## src/rtl/multihot_index_encoder_if.sv

```systemverilog
// ---------------------------------------------------------------------------
// multihot_index_encoder_if
// Handshake bundle for the multi-hot to index encoder.
//   in_vec/in_valid/in_ready       : vector input handshake (producer -> encoder)
//   idx_out/idx_valid/idx_ready    : index output handshake (encoder -> consumer)
//   idx_last                       : marks the final index of the current vector
//   done                           : one-cycle pulse after a vector fully drains
//   busy                           : a vector is held or being drained
// Modports: slave = encoder side, master = producer/consumer side.
// ---------------------------------------------------------------------------
interface multihot_index_encoder_if;
   localparam int unsigned VEC_W = 32;
   localparam int unsigned IDX_W = 5;

   logic [VEC_W-1:0] in_vec;
   logic             in_valid;
   logic             in_ready;
   logic [IDX_W-1:0] idx_out;
   logic             idx_valid;
   logic             idx_ready;
   logic             idx_last;
   logic             done;
   logic             busy;

   modport slave (
      input  in_vec, in_valid, idx_ready,
      output in_ready, idx_out, idx_valid, idx_last, done, busy
   );

   modport master (
      output in_vec, in_valid, idx_ready,
      input  in_ready, idx_out, idx_valid, idx_last, done, busy
   );
endinterface

```

## src/rtl/multihot_index_encoder.sv

```systemverilog
// ---------------------------------------------------------------------------
// multihot_index_encoder
// Sequential 32-to-5 encoder: accepts a multi-hot vector and emits the index
// of every set bit, one per idx handshake. LSB first by default; defining
// ENC_MSB_FIRST_EN switches the priority encode to highest-set-bit first.
// Ports:
//   clock : system clock, rising edge
//   reset : synchronous, active-high
//   bus   : multihot_index_encoder_if.slave (vector in, index out, done, busy)
// ---------------------------------------------------------------------------
module multihot_index_encoder (
   input logic                      clock,
   input logic                      reset,
   multihot_index_encoder_if.slave  bus
);
   localparam int unsigned VEC_W = 32;
   localparam int unsigned IDX_W = 5;

   typedef enum logic {
      IDLE = 1'b0,
      SCAN = 1'b1
   } state_e;

   state_e           state_q, state_d;
   logic [VEC_W-1:0] pending_q, pending_d;
   logic             done_q, done_d;

   logic [IDX_W-1:0] enc_idx;
   logic             enc_last;

   logic             in_ready_c;
   logic             idx_valid_c;
   logic [IDX_W-1:0] idx_out_c;
   logic             idx_last_c;
   logic             busy_c;

   // Priority encode of the pending register only; stable while held
   always_comb begin
      enc_idx = '0;
`ifdef ENC_MSB_FIRST_EN
      for (int i = 0; i < int'(VEC_W); i++) begin
         if (pending_q[i]) enc_idx = IDX_W'(i);
      end
`else
      for (int i = int'(VEC_W) - 1; i >= 0; i--) begin
         if (pending_q[i]) enc_idx = IDX_W'(i);
      end
`endif
   end

   // Exactly one bit remaining: clearing the lowest set bit leaves zero
   assign enc_last = (pending_q != '0) &&
                     ((pending_q & (pending_q - VEC_W'(1))) == '0);

   // Next-state and handshake outputs
   always_comb begin
      state_d     = state_q;
      pending_d   = pending_q;
      done_d      = 1'b0;
      in_ready_c  = 1'b0;
      idx_valid_c = 1'b0;
      idx_out_c   = '0;
      idx_last_c  = 1'b0;
      busy_c      = 1'b0;

      case (state_q)
         IDLE: begin
            in_ready_c = 1'b1;
            if (bus.in_valid) begin
               pending_d = bus.in_vec;
               if (bus.in_vec != '0) state_d = SCAN;
               else                  done_d  = 1'b1;
            end
         end
         SCAN: begin
            busy_c      = 1'b1;
            idx_valid_c = 1'b1;
            idx_out_c   = enc_idx;
            idx_last_c  = enc_last;
            if (bus.idx_ready) begin
               pending_d[enc_idx] = 1'b0;
               if (enc_last) begin
                  state_d = IDLE;
                  done_d  = 1'b1;
               end
            end
         end
         default: state_d = IDLE;
      endcase

      // Reset blanks every handshake output in the same cycle
      if (reset) begin
         in_ready_c  = 1'b0;
         idx_valid_c = 1'b0;
         idx_out_c   = '0;
         idx_last_c  = 1'b0;
         busy_c      = 1'b0;
      end
   end

   // State, data and done registers
   always_ff @(posedge clock) begin
      if (reset) begin
         state_q   <= IDLE;
         pending_q <= '0;
         done_q    <= 1'b0;
      end else begin
         state_q   <= state_d;
         pending_q <= pending_d;
         done_q    <= done_d;
      end
   end

   assign bus.in_ready  = in_ready_c;
   assign bus.idx_valid = idx_valid_c;
   assign bus.idx_out   = idx_out_c;
   assign bus.idx_last  = idx_last_c;
   assign bus.busy      = busy_c;
   assign bus.done      = done_q;
endmodule
```

## src/flat_wrapper.sv

```systemverilog
// flat-port wrapper written by rule: the top's interface ports become plain ports
module multihot_index_encoder_flat 
  (clock, reset, bus_in_vec, bus_in_valid, bus_idx_ready, bus_in_ready, bus_idx_out, bus_idx_valid, bus_idx_last, bus_done, bus_busy);
  multihot_index_encoder_if bus_i ();
  input logic clock;
  input logic reset;
  input wire logic [$bits(bus_i.in_vec)-1:0] bus_in_vec;
  input wire logic [$bits(bus_i.in_valid)-1:0] bus_in_valid;
  input wire logic [$bits(bus_i.idx_ready)-1:0] bus_idx_ready;
  output wire logic [$bits(bus_i.in_ready)-1:0] bus_in_ready;
  output wire logic [$bits(bus_i.idx_out)-1:0] bus_idx_out;
  output wire logic [$bits(bus_i.idx_valid)-1:0] bus_idx_valid;
  output wire logic [$bits(bus_i.idx_last)-1:0] bus_idx_last;
  output wire logic [$bits(bus_i.done)-1:0] bus_done;
  output wire logic [$bits(bus_i.busy)-1:0] bus_busy;
  assign bus_i.in_vec = bus_in_vec;
  assign bus_i.in_valid = bus_in_valid;
  assign bus_i.idx_ready = bus_idx_ready;
  assign bus_in_ready = bus_i.in_ready;
  assign bus_idx_out = bus_i.idx_out;
  assign bus_idx_valid = bus_i.idx_valid;
  assign bus_idx_last = bus_i.idx_last;
  assign bus_done = bus_i.done;
  assign bus_busy = bus_i.busy;
  multihot_index_encoder u_core (.clock(clock), .reset(reset), .bus(bus_i));
endmodule
```

## config.mk

```make
export PLATFORM = sky130hd
export DESIGN_NAME = multihot_index_encoder_flat
export DESIGN_NICKNAME = d
export VERILOG_FILES = /design/src/rtl/multihot_index_encoder_if.sv /design/src/rtl/multihot_index_encoder.sv /design/src/flat_wrapper.sv
export SDC_FILE = /design/constraint.sdc
export NUM_CORES = 1
export LEC_CHECK = 0
export CELL_PAD_IN_SITES_DETAIL_PLACEMENT = 2
export CELL_PAD_IN_SITES_GLOBAL_PLACEMENT = 2
export CORE_UTILIZATION = 32
export DETAILED_ROUTE_END_ITERATION = 10
export PLACE_DENSITY = 0.9
export SLEW_MARGIN = 10
export SYNTH_ARGS = -nofsm -noshare
export SYNTH_HDL_FRONTEND = slang
export SYNTH_SLANG_ARGS = --single-unit
```

## constraint.sdc

```tcl
create_clock -name clock -period 4.9 [get_ports clock]
set_input_delay 0.49 -clock clock [delete_from_list [all_inputs] [get_ports clock]]
set_output_delay 0.49 -clock clock [all_outputs]
set_load 0.01 [all_outputs]
```

==> results.tsv, run 1 <==
stage	metric	value	unit
run_status	status	completed	
timing	hold_violations	0	
route	drtIter0Drc	228	
route	drcViolationCount	0	
power	swShare	41.5	%
timing	tightest_slew	1070	ps
power	clockPowerShare	26.6	%
worst_setup_path	rr_startpoint	u_core.pending_q[30]	
worst_setup_path	startpoint	u_core.pending_q[0]	
timing	fmax	253	MHz
power	comb_power_share	39.2	%
power	p_leak	1.13	nW
hold_path	holdCritPathClass	register to register	
logic_synthesis	netlist_area	2630	sq um
logic_synthesis	synth_edf_count	0	
logic_synthesis	async_flop_share	0	%
hold_path	hp-start	u_core.pending_q[26]	
timing	fin_crit_sh	80.7	%
grt	grt_max_degree	28	
clock_tree	hold_buffers	0	
logic_synthesis	yosys_register_bits	34	
logic_synthesis	ys_warn_count	0	
route	wl_per_cell	24.9	microns
placed_design	io_buffers	45	
worst_setup_path	cp.required	4410	ps
floorplanning	die_w	92.7	microns
logic_synthesis	synth.top_cell.area_share	25.8	%
route	routed_via_density	6.64	
worst_setup_path	worstPathArrival	3460	ps
logic_synthesis	avgSynthCellArea	7.20	sq um
worst_setup_path	crit_path_start_kind	register	
logic_synthesis	yosysTopAreaCell	dfxtp_1	
finish	syn2layout_area_growth	22.3	%
grt	antenna_found_initial	0	
worst_setup_path	cp-end-kind	output pin	
route	num_vias	3307	
finish	layout_common_cells	nand2_1 (58), clkdlybuf4s50_1 (45), dfxtp_1 (34), nor2_1 (26), o21ai_0 (25)	
logic_synthesis	synthDistinctLibCells	57	
power	powerDensity	313	nW/um^2
grt	grt_pass1_vias	3516	
finish	diodes	0	
logic_synthesis	syn_nets	402	
clock_tree	cts.path.max_buffers	2	
logic_synthesis	seq_area_frac_synth	25.8	%
timing	setup_viol	0	
floorplanning	core-area	7850	sq um
timing	setup_tns	0	ps
floorplanning	io_pins	46	
grt	grt_overflow	0	
floorplanning	dieHeight	92.7	microns
timing	fin_worst_skew	7.46	ps
power	power_switching	419	uW
logic_synthesis	synth_area_leaders	dfxtp_1 (26%), nand2_1 (8.3%), o21ai_0 (4.8%)	
placed_design	gp_congestion	0.962	
finish	final_common_cell	nand2_1	
route	postRouteWirelength	12.4	mm
timing	rsz0062_at_grt	no	
clock_tree	numCtsBuffers	5	
finish	drive_gt1_share	6.57	%
clock_tree	post-cts-setup-buffers	0	
floorplanning	core.rowCount	32	
grt	grt_pass1_wl	19.6	mm
run	drv_cap	0	
clock_tree	h-tree-depth	2	
route	dr.pass1.iters	5	
logic_synthesis	syn-instance-count	366	
power	p_seq_share	34.2	%
worst_setup_path	crit_fanout	10	
power	finalPower	1.01	mW
grt	grt_usage	29.9	%
floorplanning	dieArea	8600	sq um
finish	finalNetCount	431	
floorplanning	start_util	33.6	%
clock_tree	clk_pin_slew	70	ps
finish	finish.instance_area	3220	sq um
clock_tree	insertion_delay	300	ps
clock_tree	cts_tree	yes	
finish	final_util	41.0	%
clock_tree	cts.sinks	34	
clock_tree	cts_resized	0	
clock_tree	root_buffer	clkbuf_8	
timing	fin_crit	3950	ps
timing	relSlewSlack	28.7	%
logic_synthesis	synth_flop_cell	dfxtp_1	
route	antenna_left	0	
placed_design	dpl.hpwl	9.28	mm
power	peakVddDrop	0.122	mV
timing	final_max_slew_viol_count	0	
placed_design	postPlaceCellArea	3110	sq um
worst_setup_path	crit_type	register to output pin	
power	intPower	590	uW
## flip-flops by register name, indices dropped and copies added, names as in the netlist
| name | count |
|---|---|
| u_core.bus.done | 1 |
| u_core.pending_q | 32 |
| u_core.state_q | 1 |
## critical path, cell delays in order, from the launching register on
cell	delay [ps]
dfxtp_1	440
or4_4	660
nor4_4	470
nand3_1	160
a2111oi_2	440
nand4_1	140
nor4_1	270
clkdlybuf4s50_1	580
## worst paths after layout
kind	end	slack, ps	cells after the start
setup / recovery	bus_idx_last	950	7
hold / removal	u_core.pending_q[26]	560	2
setup reg to reg	u_core.pending_q[19]	1760	7
hold reg to reg	u_core.pending_q[26]	560	2
## metal layers
metal	share of wire [%]	wire length (microns)	track usage [%]
met5	0	0	0
met4	2.2	278	10.6
met3	6.3	786	4.60
met2	49	6040	50.5
met1	43	5310	38.4
## metrics by stage
step                      hold slack [ps]  worst slack (ps)  instances
after CTS                             563               953        498
final                                 557               947        498
after global placement                529              1380        490
after detailed placement              551              1310        490
after floorplan                       490              1820        366
after global routing                  613               730        498
## cell families (layout without fill, tap and decap cells)
group / count (synthesis) / count (layout) / synth area share (%)
adders and majority gates: 3 / 3 / 1.14
DFF: 34 / 34 / 25.8
buffers and inverters: 41 / 71 / 7.22
and+or+nand+nor: 163 / 163 / 32.0
muxes: 3 / 3 / 1.14
AOI/OAI and AO/OA: 122 / 122 / 32.6
## area by class of cell
class	count	area (sq um)
clock buffers	5	68.8
clock inverters	3	40.0
fillers	943	4630
inverters	12	45.0
multi-input cells	291	1760
flip-flops and latches	34	681
well taps	102	128
repair buffers	51	495
## power groups by stage
stage                     clock network, mW  registers (mW)  logic (mW)
after detailed placement                  0           0.348       0.384
after global routing                  0.275           0.349       0.422
after floorplan                           0           0.319       0.259
final                                 0.268           0.345       0.395
after CTS                             0.269           0.343       0.389
after global placement                    0           0.344       0.371
## cell usage after synthesis (4+ instances only)
| cell type | instances |
|---|---|
| a22oi_1 | 16 |
| nor4_1 | 18 |
| o31a_1 | 9 |
| inv_1 | 12 |
| and3_1 | 4 |
| o21ai_0 | 25 |
| nor3_1 | 17 |
| nand2b_1 | 5 |
| nand3_1 | 4 |
| or4_4 | 4 |
| a21oi_1 | 22 |
| o311ai_0 | 11 |
| or4_1 | 5 |
| a311oi_1 | 5 |
| nand2_1 | 58 |
| nor2_1 | 26 |
| buf_6 | 4 |
| dfxtp_1 | 34 |
| or3_1 | 4 |
| nand4_1 | 5 |
| clkbuf_1 | 21 |
(Power assumes the default switching activity.)
==> run 2, diff against run 1 <==
- CORE_UTILIZATION: 32 -> 30
- PLACE_DENSITY: 0.9 -> 0.86
- clock period: 4.9 -> 4.15 ns (I/O delays scaled with it)
==> run 2 against run 1 <==
- global-route usage decreased by 0.53 points
- combinational power grew 19%
- die area grew 6.5%
- flip-flop and latch count is the same
- register-to-register slack got worse by 610 ps
- clock-buffer cell count grew 1
- largest power group unchanged
==> results.tsv, run 2 (synthesis gave the netlist of run 1 again) <==
stage	metric	value	unit	change
run_status	status	completed		unchanged
finish	layout_common_cells	nand2_1 (58), clkdlybuf4s50_1 (45), dfxtp_1 (34), nor2_1 (26), o21ai_0 (25)		unchanged
timing	fin_crit_sh	94.4	%	
floorplanning	die_w	95.7	microns	was 92.7 microns
worst_setup_path	worstPathCellList	or4_4 -> nor4_4 -> nand3_1 -> a2111oi_2 -> nand4_1 -> nor4_1 -> clkdlybuf4s50_1		unchanged
finish	diodes	0		unchanged
route	antenna_left	0		unchanged
route	routed_via_density	6.66		was 6.64
run	drv_cap	0		unchanged
floorplanning	dieArea	9160	sq um	was 8600 sq um
worst_setup_path	cp-end-kind	output pin		unchanged
floorplanning	io_pins	46		unchanged
grt	grt_usage	29.4	%	was 29.9%
finish	final_common_cell	nand2_1		unchanged
timing	fin_crit	3920	ps	
worst_setup_path	crit_type	register to output pin		unchanged
finish	drive_gt1_share	6.57	%	unchanged
timing	fin_worst_skew	6.32	ps	was 7.46 ps
worst_setup_path	cpPeakStageDelay	650	ps	was 660 ps
route	drcViolationCount	0		unchanged
timing	setup_viol	0		unchanged
route	num_vias	3336		was 3,307
clock_tree	post-cts-setup-buffers	0		unchanged
worst_setup_path	crit_fanout	10		unchanged
clock_tree	cts.path.max_buffers	2		unchanged
clock_tree	insertion_delay	300	ps	about the same
clock_tree	cts_tree	yes		unchanged
finish	top_register	u_core.pending_q		unchanged
timing	rsz0062_at_grt	no		unchanged
power	peakVddDrop	0.175	mV	was 0.122 mV
clock_tree	root_buffer	clkbuf_8		unchanged
placed_design	gp_congestion	0.970		was 0.962
floorplanning	core-area	8340	sq um	was 7850 sq um
timing	final_max_slew_viol_count	0		unchanged
worst_setup_path	worstPathArrival	3500	ps	was 3460 ps
clock_tree	cts_resized	0		unchanged
power	powerDensity	393	nW/um^2	was 313 nW/um^2
finish	largest_reg_flops	32		unchanged
power	p_leak	1.15	nW	was 1.13 nW
clock_tree	clk_pin_slew	80	ps	was 70 ps
floorplanning	start_util	31.6	%	was 33.6%
clock_tree	cts.sinks	34		unchanged
timing	tightest_slew	981	ps	was 1070 ps
worst_setup_path	crit_path_start_kind	register		unchanged
finish	syn2layout_area_growth	23.7	%	was 22.3%
timing	fmax	255	MHz	
clock_tree	numCtsBuffers	5		unchanged
grt	antenna_found_initial	0		unchanged
floorplanning	core.rowCount	33		was 32
clock_tree	hold_buffers	0		unchanged
grt	grt_pass1_vias	3528		was 3,516
hold_path	holdCritPathClass	register to register		unchanged
worst_setup_path	cp.required	3730	ps	was 4410 ps
placed_design	dpl.hpwl	9.36	mm	was 9.28 mm
route	wl_per_cell	25.6	microns	was 24.9 microns
timing	relSlewSlack	34.5	%	was 28.7%
grt	grt_pass1_wl	19.9	mm	was 19.6 mm
route	dr.pass1.iters	5		unchanged
floorplanning	dieHeight	95.7	microns	was 92.7 microns
grt	grt_max_degree	28		unchanged
placed_design	io_buffers	45		unchanged
route	postRouteWirelength	12.8	mm	was 12.4 mm
power	finalPower	1.28	mW	was 1.01 mW
clock_tree	h-tree-depth	2		unchanged
finish	finalNetCount	431		unchanged
route	drtIter0Drc	273		was 228
worst_setup_path	reg2reg_slack	1150	ps	was 1760 ps
timing	hold_violations	0		unchanged
grt	grt_overflow	0		unchanged
timing	setup_tns	0	ps	unchanged
worst_setup_path	slowest_stage	or4_4		unchanged
==> run 2: final timing paths <==
check / startpoint / end / cells after the start
worst max-delay path: u_core.pending_q[0] / bus_idx_last / 7
worst min-delay path: u_core.pending_q[26] / u_core.pending_q[26] / 2
worst max register to register: u_core.pending_q[0] / u_core.bus.done / 7
worst min register to register: u_core.pending_q[26] / u_core.pending_q[26] / 2
==> run 2: cell type report <==
cell class              instances  area [sq um]
fillers                       976          5080
multi-input cells             291          1760
flip-flops and latches         34           681
repair buffers                 51           495
well taps                     105           131
clock buffers                   6          82.6
clock inverters                 2          60.1
inverters                      12          45.0
==> run 2: critical path: cells and delay by family (launching register included) <==
kind                   cells  cell delay (ps)
and+or+nand+nor            5             1760
buffers and inverters      1              580
AOI/OAI and AO/OA          1              440
DFF                        1              420
==> run 2: power breakdown <==
part | internal [mW] | total (mW) | switching [mW] | leakage (nW)
Sequential | 0.350 | 0.409 | 0.0587 | 0.279
Combinational | 0.170 | 0.472 | 0.302 | 0.796
Clock | 0.257 | 0.400 | 0.143 | 0.0714
==> run 2: layer usage <==
layer	vias up	track usage (%)	part of all wire, %
li1	1463	-	-
met1	1680	38.0	43
met2	147	48.3	47
met3	46	3.08	5.2
met4	0	14.9	4.3
met5	-	0	0
==> run 2: stage by stage <==
stage                     utilization (%)  hold WS (ps)  setup WS [ps]  area [sq um]  std cells
final                                39.1           576            232          3260        501
after global routing                 39.1           589           14.3          3260        501
after CTS                            39.1           569            261          3260        501
after detailed placement             37.4           557            577          3120        493
after global placement               37.4           531            741          3120        493
after floorplan                         -           490           1150          2630        366
==> run 3, diff against run 2 <==
- CORE_UTILIZATION: 30 -> 27
- PLACE_DENSITY: 0.86 -> 0.82
- clock period: 4.15 -> 3.4 ns (I/O delays scaled with it)
==> run 3 against run 2 <==
- die area up 11%
- final area up 9.4%
- combinational power up 56%
- utilization down 0.83 points
- critical endpoint unchanged
- largest cell class unchanged
- largest power group unchanged
- highest routed layer unchanged
==> results.tsv, run 3 (synthesis gave the netlist of run 1 again) <==
stage	metric	value	unit	change
clock_tree	cts_tree	yes		unchanged
clock_tree	h-tree-depth	2		unchanged
route	drcViolationCount	0		unchanged
timing	setup_viol	0		unchanged
grt	grt_max_degree	25		was 28
worst_setup_path	crit_type	register to output pin		unchanged
grt	antenna_found_initial	0		unchanged
worst_setup_path	cpPeakStageDelay	610	ps	was 650 ps
run_status	status	completed		unchanged
floorplanning	io_pins	46		unchanged
route	dr.pass1.iters	4		was 5
grt	grt_usage	30.0	%	was 29.4%
placed_design	postPlaceCellArea	3420	sq um	was 3120 sq um
worst_setup_path	path_buf_inv	1		unchanged
clock_tree	cts.path.max_buffers	2		unchanged
run	drv_cap	0		unchanged
timing	hold_violations	0		unchanged
grt	grt_pass1_wl	22.4	mm	was 19.9 mm
finish	final_common_cell	nand2_1		unchanged
worst_setup_path	cp.required	3060	ps	was 3730 ps
worst_setup_path	crit_fanout	6		was 10
clock_tree	numCtsBuffers	5		unchanged
placed_design	io_buffers	45		unchanged
grt	grt_overflow	0		unchanged
power	p_leak	1.33	nW	was 1.15 nW
timing	tightest_slew	1000	ps	was 981 ps
timing	setup_ws	197	ps	was 232 ps
finish	top_register	u_core.pending_q		unchanged
grt	grt_pass1_vias	3906		was 3,528
timing	fin_crit_sh	94.2	%	
timing	setup_tns	0	ps	unchanged
finish	largest_reg_flops	32		unchanged
timing	holdWs	608	ps	was 576 ps
timing	fin_worst_skew	11.5	ps	was 6.32 ps
floorplanning	core-area	9330	sq um	was 8340 sq um
route	antenna_left	0		unchanged
worst_setup_path	cp_common_cell	or4_4		
worst_setup_path	worstPathCellList	or4_4 -> or4_4 -> a2111o_1 -> o21ai_2 -> nand4_1 -> nor4_2 -> clkbuf_2		was or4_4 -> nor4_4 -> nand3_1 -> a2111oi_2 -> nand4_1 -> nor4_1 -> clkdlybuf4s50_1
timing	fmax	312	MHz	
floorplanning	die_w	101	microns	was 95.7 microns
clock_tree	insertion_delay	300	ps	about the same
clock_tree	cts.sinks	34		unchanged
power	powerDensity	447	nW/um^2	was 393 nW/um^2
floorplanning	core.rowCount	35		was 33
finish	syn2layout_area_growth	35.4	%	was 23.7%
placed_design	dpl_worst_slack	104	ps	was 577 ps
finish	finalNetCount	468		was 431
worst_setup_path	cp-end-kind	output pin		unchanged
route	num_vias	3585		was 3,336
power	finalPower	1.59	mW	was 1.28 mW
route	routed_via_density	6.39		was 6.66
floorplanning	start_util	28.2	%	was 31.6%
route	drtIter0Drc	198		was 273
floorplanning	dieHeight	101	microns	was 95.7 microns
placed_design	gp_congestion	0.893		was 0.970
timing	rsz0062_at_grt	no		unchanged
clock_tree	root_buffer	clkbuf_8		unchanged
finish	fill_cells	1101		was 976
finish	finish.instance_area	3570	sq um	was 3260 sq um
finish	diodes	0		unchanged
placed_design	dpl.hpwl	10.6	mm	was 9.36 mm
timing	relSlewSlack	33.1	%	was 34.5%
floorplanning	dieArea	10200	sq um	was 9160 sq um
worst_setup_path	critPathTopFamily	simple AND/OR/NAND/NOR gates		unchanged
worst_setup_path	worstPathArrival	2860	ps	was 3500 ps
timing	final_max_slew_viol_count	0		unchanged
clock_tree	hold_buffers	0		unchanged
route	postRouteWirelength	15.1	mm	was 12.8 mm
worst_setup_path	crit_path_start_kind	register		unchanged
route	wl_per_cell	26.9	microns	was 25.6 microns
finish	layout_common_cells	nand2_1 (58), clkdlybuf4s50_1 (44), buf_4 (43), dfxtp_1 (34), o21ai_0 (25)		was nand2_1 (58), clkdlybuf4s50_1 (45), dfxtp_1 (34), nor2_1 (26), o21ai_0 (25)
power	peakVddDrop	0.209	mV	was 0.175 mV
worst_setup_path	slowest_stage	or4_4		unchanged
finish	drive_gt1_share	15.7	%	was 6.57%
clock_tree	clk_pin_slew	80	ps	about the same
hold_path	holdCritPathClass	register to register		unchanged
timing	fin_crit	3200	ps	
## run 3: worst reg2reg max path: cells and delay by family (launching register included)
family                 cells  cell delay, ps
buffers and inverters      1             190
AOI/OAI and AO/OA          4            1620
and+or+nand+nor            3             600
DFF                        1             540
## run 3: what timing repair did
| item | in CTS | in global routing |
|---|---|---|
| endpoints found under the setup margin | 1 | 2 |
| resized for setup | 1 | 7 |
| pin swaps | 1 | 2 |
| setup buffers | 0 | 1 |
## run 3: path summary, 6_finish.rpt
check	start	end	slack, ps	cells after the start
setup / recovery	u_core.pending_q[8]	bus_idx_last	200	7
hold / removal	u_core.state_q	u_core.state_q	610	2
setup reg to reg	u_core.pending_q[31]	u_core.pending_q[22]	330	8
hold reg to reg	u_core.state_q	u_core.state_q	610	2
## run 3: cell type report
class | instances | area (sq um) | area share, %
multi-input combinational | 291 | 1800 | 50.4
clock buffer | 6 | 82.6 | 2.32
clock inverter | 1 | 30.0 | 0.842
timing repair buffer | 88 | 768 | 21.5
tap | 129 | 161 | 4.53
inverter | 12 | 45.0 | 1.26
sequential | 34 | 681 | 19.1
## run 3: metal layers
layer  share of wire [%]  track usage (%)
met5                   0                0
met4                 5.4             17.3
met3                 5.9             5.55
met2                  48             49.9
met1                  41             36.3
## run 3: report_power, final
part,internal [mW],total [mW],leakage (nW),switching [mW]
Sequential,0.427,0.454,0.279,0.0272
Clock,0.235,0.404,0.0573,0.169
Combinational,0.274,0.737,0.992,0.463
Total,0.936,1.59,1.33,0.659
## run 3: metrics by stage
stage,utilization (%),instances
floorplan,-,366
global placement,36.6,553
detailed placement,36.6,553
CTS,37.8,560
global route,38.2,561
finish,38.2,561
